$ cat src/rtl/sprite_arb_pkg.sv
// Shared constants and types for the sprite ROM arbiter.
// The arbiter and its picker both import this package.
package sprite_arb_pkg;

    localparam int SPRITE_N_REQ  = 4;
    localparam int SPRITE_ADDR_W = 16;
    localparam int SPRITE_DATA_W = 4;

    // Internal slot ids are sized for the largest supported requester count (8).
    localparam int SPRITE_ID_W = 3;

    typedef logic [$clog2(SPRITE_N_REQ)-1:0] req_id_t;
    typedef logic [SPRITE_ID_W-1:0]          slot_id_t;

    typedef struct packed {
        logic     valid;
        slot_id_t id;
    } ret_stage_t;

endpackage

$ cat src/rtl/sprite_rr_pick.sv
// Combinational round-robin picker: the first eligible index at or after
// start, wrapping around, is returned as a one-hot winner with a found flag.
module sprite_rr_pick
    import sprite_arb_pkg::*;
#(
    parameter int N = SPRITE_N_REQ
) (
    input  logic [N-1:0] eligible,
    input  slot_id_t     start,
    output logic [N-1:0] winner,
    output logic         found
);

    always_comb begin
        // NOTE: every output gets a default before the search, otherwise an
        // empty eligible mask would leave them unassigned and infer latches.
        winner = '0;
        found  = 1'b0;
        // First pass covers [start, N-1]; the second covers the wrap [0, start-1].
        for (int i = 0; i < N; i++) begin
            if (!found && eligible[i] && i >= int'(start)) begin
                winner[i] = 1'b1;
                found     = 1'b1;
            end
        end
        for (int i = 0; i < N; i++) begin
            if (!found && eligible[i] && i < int'(start)) begin
                winner[i] = 1'b1;
                found     = 1'b1;
            end
        end
    end

endmodule

$ cat src/rtl/sprite_rom_arbiter.sv
// Round-robin arbiter sharing one sprite ROM read port among N_REQ requesters.
// Define SPRITE_ARB_PRIO0_EN to give requester 0 absolute priority.
module sprite_rom_arbiter
    import sprite_arb_pkg::*;
#(
    parameter int N_REQ   = SPRITE_N_REQ,
    parameter int ADDR_W  = SPRITE_ADDR_W,
    parameter int DATA_W  = SPRITE_DATA_W,
    parameter int ROM_LAT = 1
) (
    input  logic                    vga_clk,
    input  logic                    reset_n,
    input  logic [N_REQ-1:0]        req,
    input  logic [N_REQ*ADDR_W-1:0] addr,
    output logic [N_REQ-1:0]        gnt,
    output logic [ADDR_W-1:0]       rom_address,
    input  logic [DATA_W-1:0]       rom_q,
    output logic [N_REQ-1:0]        rvalid,
    output logic [DATA_W-1:0]       rdata
);

    slot_id_t           last;
    slot_id_t           start;
    slot_id_t           win_id;
    logic [N_REQ-1:0]   eligible;
    logic [N_REQ-1:0]   rr_eligible;
    logic [N_REQ-1:0]   rr_winner;
    logic               rr_found;
    logic [N_REQ-1:0]   winner;
    logic               found;
    logic               last_update;
    logic [ADDR_W-1:0]  win_addr;
    logic [N_REQ-1:0]   ret_hit;
    ret_stage_t         pipe [ROM_LAT];

    // The requester holding the grant this cycle sits out the next arbitration.
    assign eligible = req & ~gnt;
    assign start    = (last == slot_id_t'(N_REQ-1)) ? '0 : last + slot_id_t'(1);

`ifdef SPRITE_ARB_PRIO0_EN
    assign rr_eligible = eligible & {{(N_REQ-1){1'b1}}, 1'b0};
    assign winner      = eligible[0] ? {{(N_REQ-1){1'b0}}, 1'b1} : rr_winner;
    assign found       = eligible[0] | rr_found;
    assign last_update = rr_found & ~eligible[0];
`else
    assign rr_eligible = eligible;
    assign winner      = rr_winner;
    assign found       = rr_found;
    assign last_update = rr_found;
`endif

    sprite_rr_pick #(.N(N_REQ)) u_pick (
        .eligible (rr_eligible),
        .start    (start),
        .winner   (rr_winner),
        .found    (rr_found)
    );

    always_comb begin
        win_id   = '0;
        win_addr = '0;
        for (int i = 0; i < N_REQ; i++) begin
            if (winner[i]) begin
                win_id   = slot_id_t'(i);
                win_addr = addr[i*ADDR_W +: ADDR_W];
            end
        end
    end

    always_comb begin
        ret_hit = '0;
        for (int i = 0; i < N_REQ; i++) begin
            ret_hit[i] = pipe[ROM_LAT-1].valid && (pipe[ROM_LAT-1].id == slot_id_t'(i));
        end
    end

    always_ff @(posedge vga_clk) begin
        if (!reset_n) begin
            gnt         <= '0;
            rom_address <= '0;
            last        <= slot_id_t'(N_REQ-1);
            rvalid      <= '0;
            rdata       <= '0;
            for (int k = 0; k < ROM_LAT; k++) begin
                pipe[k] <= '{valid: 1'b0, id: '0};
            end
        end else begin
            // NOTE: non-blocking updates so every register sees pre-edge values,
            // which lets the pipeline shift and the grant feed back cleanly.
            gnt <= winner;
            if (found) begin
                rom_address <= win_addr;
            end
            if (last_update) begin
                last <= win_id;
            end
            pipe[0] <= '{valid: found, id: win_id};
            for (int k = 1; k < ROM_LAT; k++) begin
                pipe[k] <= pipe[k-1];
            end
            rvalid <= ret_hit;
            if (pipe[ROM_LAT-1].valid) begin
                rdata <= rom_q;
            end
        end
    end

endmodule

$ cat config.mk
export PLATFORM = sky130hd
export DESIGN_NAME = sprite_rom_arbiter
export DESIGN_NICKNAME = d
export VERILOG_FILES = /design/src/rtl/sprite_arb_pkg.sv /design/src/rtl/sprite_rr_pick.sv /design/src/rtl/sprite_rom_arbiter.sv
export SDC_FILE = /design/constraint.sdc
export NUM_CORES = 1
export LEC_CHECK = 0
export CORE_UTILIZATION = 36
export DETAILED_ROUTE_END_ITERATION = 6
export GPL_TIMING_DRIVEN = 0
export PLACE_DENSITY = 0.84
export SLEW_MARGIN = 20
export SYNTH_ARGS = -nofsm -noshare
export SYNTH_HDL_FRONTEND = slang
export SYNTH_SLANG_ARGS = --single-unit
$ cat constraint.sdc
create_clock -name vga_clk -period 2.2 [get_ports vga_clk]
set_clock_uncertainty 0.05 [all_clocks]
set_input_delay 0.22 -clock vga_clk [delete_from_list [all_inputs] [get_ports vga_clk]]
set_output_delay 0.22 -clock vga_clk [all_outputs]
set_load 0.02 [all_outputs]
==> summary.txt <==
Synth
  • Synthesis-stage register bit count: 33
  • Yosys warning total: 0
  • Most used DFF post-synth: dfxtp_1
  • Distinct cells, synth: 40
  • Synth Net Count: 240
  • Post-synthesis sequential area ratio: 41.97%
  • Cells after synthesis: 164
  • Area contributors post-synth: dfxtp_1 42%, a22oi_1 7.6%, nor2_1 4.5%, a221oi_1 4.5%, o32ai_1 4.5%
  • Top-area cell type share of the netlist area: 41.97%
  • Number of flops mapped to enable cells by yosys: 0
  • Synth area leader: dfxtp_1
  • Asr flop ratio synth: 0%
  • Avg Cell Area, Syn: 9.598 µm²
  • Synth Cell Area: 1574 µm²

Power
  • Pwr per Cell Area: 842.1 nW/µm²
  • Pleak: 1.030 nW
  • Worst VDD drop: 0.0004570 V

Setup path
  • Crit Path Category: reg2reg
  • Worst Setup Start Kind: flop
  • Data arrival, critical path: 2.24 ns
  • R2R Setup Slk: 0.09 ns
  • Top fanout value on the critical path: 10
  • Crit path required time: 2.33 ns
  • Crit end category: flop
  • Worst R2R Path Depth: 8

Finish
  • Area delta synth->final: 77.98%
  • Number of diodes: 0
  • Fillers: 357
  • Share of cells above drive strength 1: 10.62%
  • Final instance area: 2801 µm²
  • Footprint of the multi-input gates: 845.8 µm²
  • Reg area: 660.6 µm²
  • Nets@finish: 348
  • Most common cell after layout, fill and taps aside: clkdlybuf4s50_1
  • Most frequent cells in the layout: 101 x clkdlybuf4s50_1, 33 x dfxtp_1, 19 x nor2_1

Clock network
  • TritonCTS clock tree: done
  • CTS Hold Bufs: 0
  • TritonCTS Sinks: 33
  • Insertion delay to the later sink of the worst-skew pair: 0.29 ns
  • CTS buffer count: 5
  • Clk slew on worst S/H paths: 0.07 ns
  • Max Root-Sink Buffers: 2
  • CTS root buffer: clkbuf_8
  • H-tree depth: 2
  • Post-CTS setup buffers: 0

Die
  • Initial core utilization: 38.52%
  • I/O Pins: 102
  • Core box area: 4086 µm²
  • Die footprint: 4640 µm²
  • Die height: 68.12 µm
  • Num rows: 23
  • Width of the die: 68.12 µm

Placement
  • Post-detail-place hpwl: 3979 µm
  • Gpl congestion: 0.8545
  • Port bufs: 101
  • DP Area: 2648 µm²

Drt
  • DR vias/cell: 5.563
  • First-pass iteration count of the detailed router: 4
  • Final ANT Viol Nets: 0
  • DRT iter0 DRCs: 60
  • Routed via count: 1797
  • Final wirelength: 5403 µm
  • WL/cell: 16.73 µm
  • DRC violations left: 0

STA
  • Hold WS: 0.4077 ns
  • Final Hold Fails: 0
  • Worst rel slew slack: 69.00%
  • Period utilization: 96.07%
  • Final setup viols: 0
  • Least-Margin Pin Slew: 0.4651 ns
  • Slew Viols, Final: 0
  • Min Tclk post-route: 2.114 ns
  • Unrepaired setup endpoints after global routing: true
  • Max Freq: 0.4731 GHz
  • Total negative setup slack: 0 ns

Global routing
  • Gr ovfl total: 0
  • Global-route wire length before repair: 8300 µm
  • Largest net degree at the start of global routing: 12
  • GRT Total Usage: 24.49%
  • Via count of the first global-routing pass: 1818
  • Initial antenna violation count: 0

Min path
  • Hold Crit Class: reg2reg
  • Worst hold stages: 1

Status
  • Outcome: finished clean

Run
  • Max Cap Viol: 0
-- cell usage after synthesis, types with 3 or more instances --
cell type,count
a21oi_1,4
a221oi_1,8
a221oi_2,3
a22oi_1,16
a31oi_1,6
buf_2,3
buf_6,3
clkbuf_1,4
dfxtp_1,33
mux2i_1,4
nand2_1,7
nand2b_1,3
nor2_1,19
nor3_1,5
o21ai_0,4
o221ai_1,5
o32ai_1,8
-- final cells by class --
cell class                 count  area share, %
sequential                    33          23.58
clock inverter                 3          2.322
buffer                        12          2.858
tap                           50          2.233
inverter                       2         0.2680
clock buffer                   5          2.456
timing repair buffer         101          36.09
multi-input combinational    117          30.19
-- power breakdown --
part           total (mW)  switching, mW  internal [mW]
sequential          0.753         0.0566          0.696
clock               0.687          0.237          0.450
combinational       0.919          0.461          0.458
total                2.36          0.754           1.60
-- state kept, by name (all words and copies together) (netlist names) --
register     cells
rvalid           4
gnt              4
pipe             3
rdata            4
rom_address     16
last             2
-- stage by stage --
step	instances	setup slack (ns)	power, mW	utilization (%)
after global placement	315	0.009203	1.642	64.79
final	323	0.08638	2.359	68.55
after detailed placement	315	-0.08558	1.661	64.79
after global routing	323	-0.03475	2.470	68.55
after floorplan	164	0.2992	1.255	-
after CTS	323	0.06986	2.347	68.10
-- what timing repair did --
action                                  in CTS  in global routing
pin swaps                                    0                  0
endpoints found under the setup margin       5                  9
gates resized for setup                      1                  3
-- critical path, stage by stage, from the launching register on --
cell	delay, ns
dfxtp_1	0.37
inv_1	0.06
ha_1	0.22
or3b_4	0.42
a32oi_4	0.24
nor2_4	0.11
buf_6	0.16
a221oi_2	0.26
a21oi_1	0.10
-- worst paths after layout --
| check | startpoint | endpoint |
|---|---|---|
| max | last[0]$_SDFFE_PN1P_ | rom_address[14]$_SDFFE_PN0P_ |
| min | pipe[0][1]$_SDFF_PN0_ | rvalid[1]$_SDFF_PN0_ |
| max reg2reg | last[0]$_SDFFE_PN1P_ | rom_address[14]$_SDFFE_PN0P_ |
| min reg2reg | pipe[0][1]$_SDFF_PN0_ | rvalid[1]$_SDFF_PN0_ |
-- routing by layer --
metal	share of wire, %	global-route usage (%)	routed length [µm]	vias up
met5	0	0	0	-
met4	1.1	9.635	57	0
met3	11	7.500	600	8
met2	49	44.36	2670	101
met1	38	26.17	2074	832
li1	-	-	-	856
-- cells by family after synthesis --
logic type | count (synthesis) | share of synthesized area (%)
and+or+nand+nor | 53 | 18.20
buffers and inverters | 14 | 5.483
muxes | 4 | 2.544
DFF | 33 | 41.97
adders and majority gates | 2 | 1.590
AOI/OAI and AO/OA | 58 | 30.21
(Power assumes the default switching activity.)
